==> config.mk <==
export PLATFORM = sky130hd
export DESIGN_NAME = fifo_param
export DESIGN_NICKNAME = d
export VERILOG_FILES = /design/src/rtl/fifo_param.sv
export SDC_FILE = /design/constraint.sdc
export NUM_CORES = 1
export LEC_CHECK = 0
export ABC_AREA = 1
export BUFFER_PORTS_ARGS = -buffer_cell sky130_fd_sc_hd__buf_2
export CORE_MARGIN = 2
export CORE_UTILIZATION = 34
export CTS_CLUSTER_DIAMETER = 30
export DETAILED_ROUTE_END_ITERATION = 10
export PLACE_DENSITY = 0.6
export SLEW_MARGIN = 5
export SYNTH_ARGS = -nofsm -noshare
export SYNTH_HDL_FRONTEND = slang
export SYNTH_SLANG_ARGS = --single-unit
==> constraint.sdc <==
create_clock -name clk -period 2.75 [get_ports clk]
set_clock_uncertainty 0.1 [all_clocks]
set_input_delay 0.55 -clock clk [delete_from_list [all_inputs] [get_ports clk]]
set_output_delay 0.55 -clock clk [all_outputs]
set_load 0.1 [all_outputs]
==> src/rtl/fifo_param.sv <==
// Synchronous single-clock FIFO with registered read data, per-cycle ack/err status and optional
// almost-full/almost-empty thresholds (enabled by defining FIFO_THRESH_EN).
module fifo_param #(
    parameter int DATA_W   = 32,
    parameter int ADDR_W   = 3,
    parameter int AF_LEVEL = (1 << ADDR_W) - 1,
    parameter int AE_LEVEL = 1
) (
    input  logic              clk,
    input  logic              reset_n,
    input  logic              wr_en,
    input  logic              rd_en,
    input  logic [DATA_W-1:0] d_in,
    output logic [DATA_W-1:0] d_out,
    output logic              full,
    output logic              empty,
    output logic              wr_ack,
    output logic              wr_err,
    output logic              rd_ack,
    output logic              rd_err,
    output logic [ADDR_W:0]   data_count,
    output logic              almost_full,
    output logic              almost_empty,
    output logic [2:0]        fsm_state
);

    localparam int DEPTH = 1 << ADDR_W;
    localparam logic [ADDR_W:0] DEPTH_C = DEPTH[ADDR_W:0];

    typedef enum logic [2:0] {
        INIT     = 3'd0,
        NO_OP    = 3'd1,
        WRITE    = 3'd2,
        WR_ERROR = 3'd3,
        READ     = 3'd4,
        RD_ERROR = 3'd5,
        WR_RD    = 3'd6
    } state_t;

    state_t            state;
    state_t            next_state;
    logic              do_wr;
    logic              do_rd;
    logic [ADDR_W-1:0] wr_ptr;
    logic [ADDR_W-1:0] rd_ptr;
    logic [ADDR_W:0]   cnt;
    logic [DATA_W-1:0] mem [DEPTH];

    // Handshake: wr_en/rd_en are requests sampled on every rising edge; the outcome of the
    // request is reported for exactly one cycle afterwards on *_ack (accepted) or *_err (refused).
    always_comb begin
        next_state = NO_OP;
        do_wr      = 1'b0;
        do_rd      = 1'b0;
        unique case ({wr_en, rd_en})
            2'b00: next_state = NO_OP;
            2'b10: begin
                next_state = full ? WR_ERROR : WRITE;
                do_wr      = !full;
            end
            2'b01: begin
                next_state = empty ? RD_ERROR : READ;
                do_rd      = !empty;
            end
            default: begin
                // Simultaneous request at a boundary silently drops the impossible half.
                if (empty) begin
                    next_state = WRITE;
                    do_wr      = 1'b1;
                end else if (full) begin
                    next_state = READ;
                    do_rd      = 1'b1;
                end else begin
                    next_state = WR_RD;
                    do_wr      = 1'b1;
                    do_rd      = 1'b1;
                end
            end
        endcase
    end

    always_ff @(posedge clk or negedge reset_n) begin
        if (!reset_n) begin
            state  <= INIT;
            wr_ptr <= '0;
            rd_ptr <= '0;
            cnt    <= '0;
            d_out  <= '0;
        end else begin
            state <= next_state;
            if (do_wr) begin
                wr_ptr <= wr_ptr + 1'b1;
            end
            if (do_rd) begin
                d_out  <= mem[rd_ptr];
                rd_ptr <= rd_ptr + 1'b1;
            end
            unique case ({do_wr, do_rd})
                2'b10:   cnt <= cnt + 1'b1;
                2'b01:   cnt <= cnt - 1'b1;
                default: cnt <= cnt;
            endcase
        end
    end

    // Storage is intentionally left unreset; the pointers alone define what is valid.
    always_ff @(posedge clk) begin
        if (do_wr) begin
            mem[wr_ptr] <= d_in;
        end
    end

    assign full       = (cnt == DEPTH_C);
    assign empty      = (cnt == '0);
    assign data_count = cnt;
    assign wr_ack     = (state == WRITE) || (state == WR_RD);
    assign rd_ack     = (state == READ) || (state == WR_RD);
    assign wr_err     = (state == WR_ERROR);
    assign rd_err     = (state == RD_ERROR);
    assign fsm_state  = state;

`ifdef FIFO_THRESH_EN
    localparam logic [ADDR_W:0] AF_C = AF_LEVEL[ADDR_W:0];
    localparam logic [ADDR_W:0] AE_C = AE_LEVEL[ADDR_W:0];
    assign almost_full  = (cnt >= AF_C);
    assign almost_empty = (cnt <= AE_C);
`else
    assign almost_full  = 1'b0;
    assign almost_empty = 1'b0;
`endif

endmodule

# Yosys cells after proc, flatten, opt, wreduce, memory -nomap -nowiden
# Memory sizes are Yosys's and may differ from the RTL's. A register that Yosys moved wholly into a read port is not among the register bits.
# Index checks and enable logic that the tools add are counted.
# totals
ff_bits,13
ramBits,256
input_bits,36
out_inout_bits,47
elab_cells,42
n_memories,1
# mem_list
name,depth,width,rd,rd_ports_with_merged_regs,wr,line,text
mem,8,32,1,1,1,47,logic [DATA_W-1:0] mem [DEPTH];
# op_classes
addsub,4
n_eq_ne,10
n_mux,13
reduce_logical,10
# ops
op,count
"3-bit == test, second input constant",3
3-bit case mux with 3 select lines,1
4-bit case mux with 2 select lines,1
1-bit 2-to-1 mux,7
"3-bit by 1-bit adder with 3-bit output, second input constant",2
"3-bit by 2-bit == test with 1-bit output, second input constant",2
"4-bit by 1-bit adder with 4-bit output, second input constant",1
"2-bit by 1-bit == test with 1-bit output, second input constant",2
"2-bit == test, second input constant",2
"4-bit == test, second input constant",1
4-bit zero test,1
1-bit case mux with 2 select lines,2
2-bit OR reduction,2
"4-bit by 1-bit subtractor with 4-bit output, second input constant",1
1-bit zero test,3
3-bit 2-to-1 mux,1
2-bit zero test,1
1-bit logical OR,2
2-bit 2-to-1 mux,1
2-bit nonzero test,1

# Depth between registers and ports, before layout
# Gate-level depths: netlist of the first run.
# logic_depth
word_depth,6
depth_mapped,14
depth_no_buf,13

# Worst setup path after synthesis of the first run
# Ideal clock, no wire load.
# synth_timing
path_kind,flip-flop to output port
from,register state[0] (netlist: fsm_state[0])
to,output port rd_err
arrival_time_ns,3.174
required_ns,2.100
setup_slack_ns,-1.074
path_stages_with_launch,3
path_buffers,0
cell_sequence,dfrtp_1 > inv_1 > nor3_1
# synth_via
elab_chain_cells,1
# synth_rtl
item,line,text
"start, declared",40,state_t state;
"start signal, assigned",90,state <= next_state;
3-bit == test,119,assign rd_err = (state == RD_ERROR);
"end, declared",20,"output logic rd_err,"
# No other way between the ends.

# Worst setup path after layout of the first run
# layout_timing
from,register cnt[1] (netlist: data_count[1])
to,output port empty
# layout_via
elab_chain_cells,1
# layout_rtl
item,line,text
"start, declared",46,logic [ADDR_W:0] cnt;
"start signal, assigned",99,2'b10: cnt <= cnt + 1'b1;
"start signal, assigned",100,2'b01: cnt <= cnt - 1'b1;
"start signal, assigned",101,default: cnt <= cnt;
4-bit zero test,114,assign empty = (cnt == '0);
"end, declared",16,"output logic empty,"
# No other way between the ends.

==> metrics.sh, run 1 <==
FINAL_CRITICAL_DELAY_INCLUDING_SETUP_AND_EXTERNAL_DELAYS_NS=2.37
FINALWEIGHTEDCONGESTION=0.711
FINAL-INSTANCE-COUNT-EXCL-FILL=1599
GRT_START_MAX_NET_PINS=163
CTS_BUFFERS=56
FIN_NETS=1138
MAX_SLEW.WORST_PIN.SLEW_NS=0.826
CTS.SINKS=301
PLACE.PORT_BUFFERS=80
DETAIL_ROUTE.VIAS_PER_CELL=4.75
SEQUENTIALPOWERSHARE_PCT=31.1
FINAL-MAX-SLEW-VIOLATION-COUNT=0
YS_TOP_CELLS_BY_AREA='sky130_fd_sc_hd__edfxtp_1, sky130_fd_sc_hd__dfrtp_1, sky130_fd_sc_hd__nor2_1'
NUMBER_OF_SYNTHESIZED_FLOPS_WITH_AN_ENABLE_PIN=256
YOSYS_MOST_USED_DFF='sky130_fd_sc_hd__edfxtp_1'
HTREE_LEVELS=2
TOTAL_VIAS_IN_THE_FINAL_ROUTE=7593
HOLD-WORST-SLACK_NS=0.122
POST-PLACE-WS_NS=0.640
PWR-SHARE-CLK_PCT=34.9
FINAL_DESIGN_AREA_NO_FILL_UM2=15000
SYNTH_TOP_AREA_SHARE_PCT=64.1
GRT_PASS1_VIAS=7614
FP.COREAREA_UM2=34600
SYNTH_LARGEST_AREA_CELL='sky130_fd_sc_hd__edfxtp_1'
DESIGN.PORTCOUNT=83
HP-CLASS='in -> reg'
OVERALL_POWER_AFTER_LAYOUT_mW=20.1
TIMING.FINAL.HOLD_VIOLATIONS=0
GRT_FIRST_PASS_WIRELENGTH_UM=43400
CORE.ROWCOUNT=68
START_KIND='register'
FLOORPLAN.DIE_AREA_UM2=36800
GRT_OVERFLOW_TOTAL=0
TOTAL_LEAKAGE_POWER_nW=5.69
REG2REG_DEPTH=11
ASYNC_FLOP_SHARE_PCT=15.0
FLOORPLAN.INITIALDENSITY_PCT=34.6
POWER.DENSITY_nW_PER_UM2=1340
YOSYS_REGISTER_BITS=301
CLOCK.FMAX_MHz=422
CRITICAL_PATH_REQUIRED_NS=2.10
CTS-HOLD-FIX-BUFFERS=1
COMBINATIONALPOWERSHARE_PCT=34.0
RELSLEWSLACK_PCT=44.9
POST-DP-HPWL_UM=14800
YOSYS_WARNINGS=0
SETUP.WORST_PATH.CLASS='reg -> out'
PLACED_CELLS=1493
YOSYSSEQAREASHARE_PCT=73.5
DETAILEDROUTE.FIRSTPASSITERATIONCOUNT=7
FINAL_CORE_UTILIZATION_PCT=43.3
NUMBER_OF_CELLS_TRAVERSED_BY_THE_WORST_HOLD_PATH=2
CTS_TREE='yes'
FIRST_ITER_VIOLATIONS=724
IR_DROP_mV=0.899
SYNTH.LIB_CELLS_USED.DISTINCT=25
NUM_ANTENNA_CELLS=0
NETLIST_TOP_CELLS_COUNT='sky130_fd_sc_hd__edfxtp_1, sky130_fd_sc_hd__nor2_1, sky130_fd_sc_hd__nand2_1'
SYNTH_AREA_PER_CELL_UM2=12.1
SYN_INST=989
WIRE_LENGTH_PER_CELL_AFTER_DETAILED_ROUTING_UM=17.3
ANTENNA_FOUND_INITIAL=1
WIDTH_OF_THE_DIE_UM=192
POSTCTSRESIZEDCELLS=0
NUM-FILL-CELLS=3120
CP_MAX_FO=5
CLK-INSERTION-DELAY-LATE_NS=0.56
SWITCHING_SHARE_PCT=39.4
SYNTH.MOST_COMMON_CELL='sky130_fd_sc_hd__edfxtp_1'
RSZ_0062_RAISED_AFTER_GLOBAL_ROUTING='no'
MAX_CAP_VIOLATIONS=0
SYNTHESIS.AREA_UM2=12000
POSTLAYOUTSETUPSLACKWORST_NS=0.381
FLOORPLAN.DIE.HEIGHT_UM=192
LAYOUT-DRIVE-GT1-SHARE_PCT=19.8
AREA_DELTA_SYNTH_FINAL_PCT=25.0
FINALSETUPVIOLCOUNT=0
CELL_INTERNAL_PWR_mW=12.1
OUTCOME='finished clean'
SWITCHINGPOWER_mW=7.90
TOTALNEGATIVESETUPSLACK_NS=0
RESIDUAL_ANTENNA_VIOLATING_NET_COUNT_AFTER_DETAILED_ROUTING=0
TRACK_USAGE_PCT=15.3
POST_CTS_BUFFERS=0
CRIT_ARRIVAL_NS=1.72
CTS_ROOT_BUFFER='sky130_fd_sc_hd__clkbuf_16'
CTS-ROOT-TO-SINK-BUFFERS=3
DRC=0
FINAL_MIN_PERIOD_OVER_CLOCK_PERIOD_PCT=86.1
WORSTSETUPENDPOINTTYPE='output port'
POST_DP_CELL_AREA_UM2=13000
PATH_CLK_SLEW_NS=0.04
FINALWIRELENGTH_UM=27600
cells by family (layout without fill, tap and decap cells):
group | Yosys count | in the layout | share of synthesized area [%]
AO/OA/AOI/OAI | 136 | 136 | 6.37
AND/OR/NAND/NOR | 430 | 430 | 14.6
adder cells (fa/ha/maj) | 5 | 5 | 0.522
other | 1 | 2 | 0.0313
buffers and inverters | 110 | 264 | 4.51
XOR/XNOR | 6 | 6 | 0.438
flip-flops | 301 | 301 | 73.5
layout make-up:
class	count	area (um2)	share of cell area, %
well taps	455	569	3.80
multi-input cells	579	2710	18.1
clock inverters	44	541	3.61
inverters	52	198	1.32
repair buffers	107	718	4.79
clock buffers	61	1420	9.48
flip-flops and latches	301	8820	58.9
power groups by stage:
stage / sequential (mW) / combinational (mW) / clock [mW]
final: 6.23 / 6.82 / 7.01
after global routing: 6.31 / 7.44 / 7.34
after CTS: 6.24 / 6.91 / 7.12
after detailed placement: 6.31 / 6.89 / 0
after global placement: 6.30 / 6.81 / 0
after floorplan: 8.23 / 3.33 / 0
cells in the final DEF (no fill, tap or decap), types with 7 or more instances in the layout:
master | synthesis | routed
sky130_fd_sc_hd__edfxtp_1 | 256 | 256
sky130_fd_sc_hd__nor2_1 | 206 | 196
sky130_fd_sc_hd__nand2_1 | 119 | 119
sky130_fd_sc_hd__nand3_1 | 101 | 101
sky130_fd_sc_hd__buf_2 | 25 | 80
sky130_fd_sc_hd__o21ai_0 | 71 | 71
sky130_fd_sc_hd__clkbuf_16 | 0 | 56
sky130_fd_sc_hd__inv_1 | 47 | 47
sky130_fd_sc_hd__dfrtp_1 | 45 | 40
sky130_fd_sc_hd__o211ai_1 | 32 | 32
sky130_fd_sc_hd__o21ai_1 | 30 | 30
sky130_fd_sc_hd__buf_4 | 9 | 17
sky130_fd_sc_hd__bufinv_16 | 0 | 10
sky130_fd_sc_hd__nor2_4 | 1 | 9
sky130_fd_sc_hd__clkinvlp_4 | 0 | 9
sky130_fd_sc_hd__clkinv_2 | 0 | 9
sky130_fd_sc_hd__buf_12 | 0 | 9
sky130_fd_sc_hd__inv_6 | 0 | 7
flip-flops by register name, summed over array words and instances, names as in the netlist:
register    cells
d_out          32
data_count      4
rd_ptr          3
fsm_state       3
mem           256
wr_ptr          3
critical path, cell delays in order (launching register included):
cell	delay (ns)
sky130_fd_sc_hd__dfrtp_2	0.42
sky130_fd_sc_hd__nor2_1	0.14
sky130_fd_sc_hd__nand3_1	0.10
sky130_fd_sc_hd__inv_2	0.10
sky130_fd_sc_hd__buf_2	0.43
layer usage:
metal / track usage [%] / routed length (um) / up-vias
met4: 4.47 / 471 / 2
li1: - / - / 3677
met3: 2.63 / 1410 / 44
met5: 0 / 13 / -
met2: 25.4 / 13300 / 193
met1: 20.7 / 12500 / 3677
final timing paths:
path	startpoint	to	slack, ns
max	data_count[1]	empty	0.38
min	wr_en	fsm_state[2]	0.12
max reg2reg	data_count[1]	data_count[2]	0.65
min reg2reg	d_out[4]	d_out[4]	0.37
max in group asynchronous	reset_n	rd_ptr[0]	1.78
min in group asynchronous	reset_n	d_out[17]	0.45
Power figures use the tool's default switching activity.
==> run 2, diff against run 1 <==
--- a/config.mk
+++ b/config.mk
@@ -5,13 +5,12 @@
 export SDC_FILE = /design/constraint.sdc
 export NUM_CORES = 1
 export LEC_CHECK = 0
-export ABC_AREA = 1
-export BUFFER_PORTS_ARGS = -buffer_cell sky130_fd_sc_hd__buf_2
 export CORE_MARGIN = 2
 export CORE_UTILIZATION = 34
 export CTS_CLUSTER_DIAMETER = 30
 export DETAILED_ROUTE_END_ITERATION = 10
-export PLACE_DENSITY = 0.6
+export DONT_BUFFER_PORTS = 1
+export PLACE_DENSITY = 0.58
 export SLEW_MARGIN = 5
 export SYNTH_ARGS = -nofsm -noshare
 export SYNTH_HDL_FRONTEND = slang
==> metrics.sh, run 2 <==
HTREE_LEVELS=2  # unchanged
WHS_ENDPOINT='fsm_state[2]'
SYNTH.MOST_COMMON_CELL='sky130_fd_sc_hd__edfxtp_1'
FINALWEIGHTEDCONGESTION=0.685  # -3.8%
DESIGN.PORTCOUNT=83  # unchanged
CTS_TREE='yes'
CRIT_ARRIVAL_NS=1.78  # +0.06 ns
SWITCHINGPOWER_mW=7.27  # -8.0%
DETAILEDROUTE.FIRSTPASSITERATIONCOUNT=4  # -3
RESIDUAL_ANTENNA_VIOLATING_NET_COUNT_AFTER_DETAILED_ROUTING=0  # unchanged
GRT_FIRST_PASS_WIRELENGTH_UM=37900  # -13%
PLACE.PORT_BUFFERS=0  # -100%
WORSTSETUPENDPOINTTYPE='output port'
SYNTH_SIMPLE_GATE_AREA_SHARE_PCT=3.04  # -12 points
TOTAL_VIAS_IN_THE_FINAL_ROUTE=6042  # -20%
SETUP.WORST_PATH.CLASS='reg -> out'
MAX_CAP_VIOLATIONS=0  # unchanged
SYNTH.AREA.MUX_SHARE_PCT=11.8  # +12 points
SYNTH_TOP_AREA_SHARE_PCT=66.1  # +2.0 points
TOTAL_LEAKAGE_POWER_nW=5.34  # -6.1%
MET1_LENGTH_UM=10400  # -16%
FIRST_ITER_VIOLATIONS=230  # -68%
YOSYS_MOST_USED_DFF='sky130_fd_sc_hd__edfxtp_1'
MAIN_COMBINATIONAL_CELL_FAMILY_BY_AREA_AFTER_SYNTHESIS='multiplexers'
CTS_BUFFERS=61  # +8.9%
REGTOREGSTARTPOINT='data_count[2]'
SYNTHESIS.AREA_UM2=11600  # -3.1%
FINAL_MIN_PERIOD_OVER_CLOCK_PERIOD_PCT=88.3  # +2.2 points
SYN_INST=657  # -34%
SYNTH_LARGEST_AREA_CELL='sky130_fd_sc_hd__edfxtp_1'
ASYNC_FLOP_SHARE_PCT=15.0  # unchanged
YOSYS_REGISTER_BITS=301  # unchanged
FINAL_CRITICAL_DELAY_INCLUDING_SETUP_AND_EXTERNAL_DELAYS_NS=2.43  # +0.0597 ns
LARGEST_REGISTER_FF_COUNT=256  # unchanged
YOSYS_WARNINGS=0  # unchanged
TOP_LAYER='met4'
WIRE_LENGTH_PER_CELL_AFTER_DETAILED_ROUTING_UM=19.3  # +12%
CELL_INTERNAL_PWR_mW=12.6  # +3.9%
START_KIND='register'
FIN_NETS=804  # -29%
GRT_OVERFLOW_TOTAL=0  # unchanged
MAX_SLEW.WORST_PIN.SLEW_NS=0.924  # +0.0980 ns
MET2WIRELENGTH_UM=12300  # -7.7%
SYNTH_ADDER_AREA_SHARE_PCT=0.538  # +0.016 points
DRC=0  # unchanged
CRITICAL_PATH.REG2REG.ENDPOINT='data_count[2]'
WIDTH_OF_THE_DIE_UM=189  # -1.5%
CTS-HOLD-FIX-BUFFERS=36  # +35
HP-CLASS='in -> reg'
SYNTHXORXNORAREAFRAC_PCT=0.678  # +0.24 points
DETAIL_ROUTE.VIAS_PER_CELL=4.77  # +0.50%
POST-PLACE-WS_NS=0.425  # -0.215 ns
TIMING.REG2REG.SETUP_SLACK_NS=0.44  # -0.21 ns
SYNTH-COMPOUND-AREA-SHARE_PCT=6.10  # -0.26 points
CP_MAX_FO=3  # -2
OVERALL_POWER_AFTER_LAYOUT_mW=19.9  # -0.83%
GRT_PASS1_VIAS=6443  # -15%
FINAL_CORE_UTILIZATION_PCT=44.8  # +1.6 points
RSZ_0062_RAISED_AFTER_GLOBAL_ROUTING='no'
POST-DP-HPWL_UM=13300  # -10%
FLOORPLAN.INITIALDENSITY_PCT=34.6  # -0.048 points
TIMING.FINAL.HOLD_VIOLATIONS=0  # unchanged
MOST-COMMON-LAYOUT-CELLS='sky130_fd_sc_hd__edfxtp_1, sky130_fd_sc_hd__mux2_2, sky130_fd_sc_hd__mux2i_1, sky130_fd_sc_hd__clkbuf_16, sky130_fd_sc_hd__nand2_1'
POSTCTSRESIZEDCELLS=0  # unchanged
OUTCOME='finished clean'
NUMBER_OF_CELLS_TRAVERSED_BY_THE_WORST_HOLD_PATH=1  # -1
SEQUENTIALPOWERSHARE_PCT=40.1  # +9.0 points
YS_TOP_CELLS_BY_AREA='sky130_fd_sc_hd__edfxtp_1, sky130_fd_sc_hd__dfrtp_1, sky130_fd_sc_hd__mux2_2'
SYNTH_AREA_PER_CELL_UM2=17.7  # +46%
SYNTH.LIB_CELLS_USED.DISTINCT=36  # +44%
AREA_DELTA_SYNTH_FINAL_PCT=29.7
PWR-SHARE-CLK_PCT=37.0  # +2.1 points
IR_DROP_mV=0.895  # -0.46%
ANTENNA_FOUND_INITIAL=3  # +2
POSTLAYOUTSETUPSLACKWORST_NS=0.321  # -0.0597 ns
HOLD-WORST-SLACK_NS=0.0301  # -0.0924 ns
NETLIST_TOP_CELLS_COUNT='sky130_fd_sc_hd__edfxtp_1, sky130_fd_sc_hd__mux2_2, sky130_fd_sc_hd__mux2i_1'
COMBINATIONALPOWERSHARE_PCT=22.9  # -11 points
POWER.DENSITY_nW_PER_UM2=1320  # -1.4%
FINALSETUPVIOLCOUNT=0  # unchanged
FLOORPLAN.DIE_AREA_UM2=35700  # -3.0%
CTS.SINKS=301  # unchanged
DETAILROUTE.WIRELENGTH.MET3_UM=1170  # -17%
CLOCK.FMAX_MHz=412  # -2.5%
REG2REG_DEPTH=10  # -1
SWITCHING_SHARE_PCT=36.6  # -2.9 points
FLOORPLAN.DIE.HEIGHT_UM=189  # -1.5%
CTS_ROOT_BUFFER='sky130_fd_sc_hd__clkbuf_16'
LAYOUT-DRIVE-GT1-SHARE_PCT=30.1  # +10 points
CTS-ROOT-TO-SINK-BUFFERS=3  # unchanged
FINAL-MAX-SLEW-VIOLATION-COUNT=0  # unchanged
RELSLEWSLACK_PCT=38.4  # -6.5 points
TOP_REGISTER='mem'
NUMBER_OF_SYNTHESIZED_FLOPS_WITH_AN_ENABLE_PIN=256  # unchanged
CLK-INSERTION-DELAY-LATE_NS=0.56  # about the same
CRITICAL_PATH_REQUIRED_NS=2.10  # about the same
HP-START='rd_en'
CORE.ROWCOUNT=67  # -1.5%
FINALWIRELENGTH_UM=24400  # -12%
POST_CTS_BUFFERS=0  # unchanged
PATH_CLK_SLEW_NS=0.05  # about the same
GRT_START_MAX_NET_PINS=67  # -59%
MOSTFREQUENTLAYOUTCELL='sky130_fd_sc_hd__edfxtp_1'
TRACK_USAGE_PCT=14.0  # -1.4 points
FP.COREAREA_UM2=33600  # -2.9%
YOSYSSEQAREASHARE_PCT=75.8  # +2.3 points
==> run 2: critical path: stages (launching register included) <==
cell and delay [ns]:
sky130_fd_sc_hd__dfrtp_4 0.50, sky130_fd_sc_hd__nor4b_4 0.35, sky130_fd_sc_hd__buf_4 0.36
==> run 2: layout make-up <==
class	instances	area [um2]
sequential	301	8830
antenna	3	7.51
fill	2883	18500
clock inverter	46	531
timing repair buffer	78	793
inverter	2	12.5
multi-input combinational	319	2750
tap	448	561
clock buffer	69	1590
==> run 2: cells by family (layout without fill, tap and decap cells) <==
kind of cell / Yosys count / in the layout
compound gates: 100 / 100
xor+xnor: 9 / 9
fa+ha+maj: 5 / 5
buf+inv: 38 / 195
flops: 301 / 301
mux: 129 / 129
other cells: 1 / 5
simple gates: 74 / 74
==> run 2: power by group through the flow <==
stage	combinational (mW)	clock, mW	sequential [mW]
6_report	4.56	7.36	7.97
5_1_grt	4.95	7.73	8.07
4_1_cts	4.64	7.50	7.99
3_5_place_dp	4.52	0	8.07
3_3_place_gp	4.48	0	8.04
2_1_floorplan	2.90	0	8.35
==> run 2: through the flow <==
stage | area, um2 | std cells | setup TNS (ns)
final | 15100 | 1266 | 0
after global routing | 15100 | 1265 | 0
after CTS | 15100 | 1263 | 0
after detailed placement | 12600 | 1112 | 0
after global placement | 12600 | 1112 | 0
after floorplan | 11800 | 658 | -24.80
==> run 2: routing by layer <==
| layer | up-vias | GRT usage (%) |
|---|---|---|
| met5 | - | 0 |
| li1 | 2834 | - |
| met3 | 56 | 3.50 |
| met2 | 124 | 23.8 |
| met1 | 3028 | 17.3 |
| met4 | 0 | 4.75 |
==> run 2: worst max-delay path by stage <==
stage                        from       endpoint  cells after the start
floorplan           data_count[2]  data_count[2]                     10
global placement    data_count[2]  data_count[2]                     10
detailed placement  data_count[2]  data_count[2]                     10
CTS                 data_count[2]           full                      2
global route        data_count[2]           full                      2
finish              data_count[2]           full                      2
==> run 3, diff against run 2 <==
--- a/config.mk
+++ b/config.mk
@@ -10,7 +10,7 @@
 export CTS_CLUSTER_DIAMETER = 30
 export DETAILED_ROUTE_END_ITERATION = 10
 export DONT_BUFFER_PORTS = 1
-export PLACE_DENSITY = 0.58
+export PLACE_DENSITY_LB_ADDON = 0.25
 export SLEW_MARGIN = 5
 export SYNTH_ARGS = -nofsm -noshare
 export SYNTH_HDL_FRONTEND = slang
==> metrics.sh, run 3 (synthesis gave the netlist of run 2 again) <==
START_KIND='register'
FINALWIRELENGTH_UM=25100  # +2.7%
POST_CTS_BUFFERS=0  # unchanged
CTS_BUFFERS=66  # +8.2%
CORE.ROWCOUNT=67  # unchanged
GRT_UTIL_MET2_PCT=24.7  # +0.85 points
RELSLEWSLACK_PCT=35.8  # -2.6 points
BUSIEST_LAYER='met2'
LAYOUT-DRIVE-GT1-SHARE_PCT=30.2  # +0.16 points
FIRST_ITER_VIOLATIONS=270  # +17%
TOP_REGISTER='mem'
LARGEST_REGISTER_FF_COUNT=256  # unchanged
REG2REG_DEPTH=10  # unchanged
FINAL-MAX-SLEW-VIOLATION-COUNT=0  # unchanged
DETAILEDROUTE.FIRSTPASSITERATIONCOUNT=4  # unchanged
MOSTFREQUENTLAYOUTCELL='sky130_fd_sc_hd__edfxtp_1'
FINAL_CRITICAL_DELAY_INCLUDING_SETUP_AND_EXTERNAL_DELAYS_NS=2.44  # +0.00954 ns
RESIDUAL_ANTENNA_VIOLATING_NET_COUNT_AFTER_DETAILED_ROUTING=0  # unchanged
FINAL_CORE_UTILIZATION_PCT=45.3  # +0.50 points
TOTAL_LEAKAGE_POWER_nW=5.46  # +2.1%
WORSTSETUPENDPOINTTYPE='output port'
POST-DP-HPWL_UM=14100  # +6.1%
RSZ_0062_RAISED_AFTER_GLOBAL_ROUTING='no'
NUM-FILL-CELLS=2845  # -1.3%
CLOCK.FMAX_MHz=410  # -0.39%
TOTALNEGATIVESETUPSLACK_NS=0  # unchanged
DESIGN.PORTCOUNT=83  # unchanged
MAX_CAP_VIOLATIONS=0  # unchanged
GRT_OVERFLOW_TOTAL=0  # unchanged
TIMING.FINAL.HOLD_VIOLATIONS=0  # unchanged
AREA_DELTA_SYNTH_FINAL_PCT=31.1
GRT_PASS1_VIAS=6690  # +3.8%
ANTENNA_FOUND_INITIAL=3  # unchanged
CRIT_ARRIVAL_NS=1.79  # about the same
CTS-ROOT-TO-SINK-BUFFERS=3  # unchanged
FIN_NETS=812  # +1.0%
CLK-INSERTION-DELAY-LATE_NS=0.55  # about the same
GRT.MET3_USAGE_PCT=3.60  # +0.093 points
DETAIL_ROUTE.VIAS_PER_CELL=4.83  # +1.2%
POST_DP_CELL_AREA_UM2=12600  # about the same
OUTCOME='finished clean'
POST-PLACE-WS_NS=0.331  # -0.0943 ns
CTS_TREE='yes'
MULTI_INPUT_COMB_AREA_UM2=2750  # unchanged
POWER.DENSITY_nW_PER_UM2=1330  # +1.2%
CTS_ROOT_BUFFER='sky130_fd_sc_hd__clkbuf_16'
FLOORPLAN.DIE_AREA_UM2=35700  # unchanged
IR_DROP_mV=0.636  # -29%
FINALSETUPVIOLCOUNT=0  # unchanged
PLACE.PORT_BUFFERS=0  # unchanged
CTS.SINKS=301  # unchanged
WIDTH_OF_THE_DIE_UM=189  # unchanged
FP.COREAREA_UM2=33600  # unchanged
CRITICAL_PATH_REQUIRED_NS=2.10  # about the same
FINALWEIGHTEDCONGESTION=0.705  # +3.0%
FINAL_MIN_PERIOD_OVER_CLOCK_PERIOD_PCT=88.7  # +0.35 points
HTREE_LEVELS=3  # +1
GLOBALROUTEMET1UTIL_PCT=17.2  # -0.14 points
MAX_SLEW.WORST_PIN.SLEW_NS=0.963  # +0.0393 ns
PATH_CLK_SLEW_NS=0.04  # about the same
NUMBER_OF_CELLS_TRAVERSED_BY_THE_WORST_HOLD_PATH=1  # unchanged
MOST-COMMON-LAYOUT-CELLS='sky130_fd_sc_hd__edfxtp_1, sky130_fd_sc_hd__clkbuf_16, sky130_fd_sc_hd__mux2_2, sky130_fd_sc_hd__mux2i_1, sky130_fd_sc_hd__nand2_1'
GRT_START_MAX_NET_PINS=67  # unchanged
FLOORPLAN.DIE.HEIGHT_UM=189  # unchanged
SETUP.WORST_PATH.CLASS='reg -> out'
GRT_FIRST_PASS_WIRELENGTH_UM=38800  # +2.5%
TOTAL_VIAS_IN_THE_FINAL_ROUTE=6159  # +1.9%
HP-CLASS='in -> reg'
CP_MAX_FO=7  # +4
POSTLAYOUTSETUPSLACKWORST_NS=0.312  # -0.00954 ns
DRC=0  # unchanged
WIRE_LENGTH_PER_CELL_AFTER_DETAILED_ROUTING_UM=19.7  # +2.0%
TRACK_USAGE_PCT=14.4  # +0.42 points
FLOORPLAN.INITIALDENSITY_PCT=34.6  # unchanged
FINAL_DESIGN_AREA_NO_FILL_UM2=15200  # +1.1%
REGISTER_AREA_UM2=8830  # unchanged
run 3: changes by cell type in the layout (fill, tap and decap cells not counted), moves of 3 or more:
cell,previous run,this run
sky130_fd_sc_hd__buf_4,34,40
sky130_fd_sc_hd__clkinv_16,0,3
sky130_fd_sc_hd__bufinv_16,9,6
sky130_fd_sc_hd__clkinvlp_4,10,2
sky130_fd_sc_hd__clkbuf_8,3,9
sky130_fd_sc_hd__clkbuf_1,5,10
sky130_fd_sc_hd__clkbuf_16,61,67
run 3: layout make-up:
cell class / instances / area share, %
diodes: 3 / 0.0493
repair buffers: 81 / 5.17
clock inverters: 35 / 2.96
flip-flops and latches: 301 / 58.0
multi-input cells: 319 / 18.0
well taps: 448 / 3.68
inverters: 2 / 0.0821
clock buffers: 86 / 12.1
run 3: per-layer routing:
layer,part of all wire (%),vias up
met4,2.5,0
met5,0,-
li1,-,2850
met3,4.6,54
met1,43,3115
met2,50,140
run 3: final timing paths:
check / from / to / slack [ns]
worst max-delay path: data_count[2] / full / 0.31
worst min register to register: data_count[3] / data_count[3] / 0.46
worst max register to register: data_count[2] / data_count[2] / 0.33
min in group asynchronous: reset_n / d_out[31] / 0.41
max in group asynchronous: reset_n / data_count[2] / 1.84
worst min-delay path: rd_en / fsm_state[1] / 0.03
run 3: power breakdown:
group	internal (mW)	switching, mW	total (mW)
sequential	5.87	1.93	7.80
clock	5.32	2.48	7.80
combinational	1.78	2.96	4.74
total	13.0	7.37	20.3
run 3: worst max-delay path: stages, from the launching register on:
cell,delay (ns)
sky130_fd_sc_hd__dfrtp_4,0.53
sky130_fd_sc_hd__nor4b_4,0.36
sky130_fd_sc_hd__buf_4,0.36
run 3: stage by stage:
step / hold slack (ns) / total power [mW] / std cells
floorplan: 0.154 / 11.3 / 658
finish: 0.0251 / 20.3 / 1275
CTS: 0.00264 / 20.6 / 1272
detailed placement: 0.155 / 12.6 / 1116
global route: 0.0122 / 21.3 / 1274
global placement: 0.156 / 12.5 / 1116
run 3: repair_timing:
item / 4_1_cts / 5_1_grt
hold buffers: 35 / 0
gates resized for setup: 0 / 0
hold endpoints to repair: 302 / 0
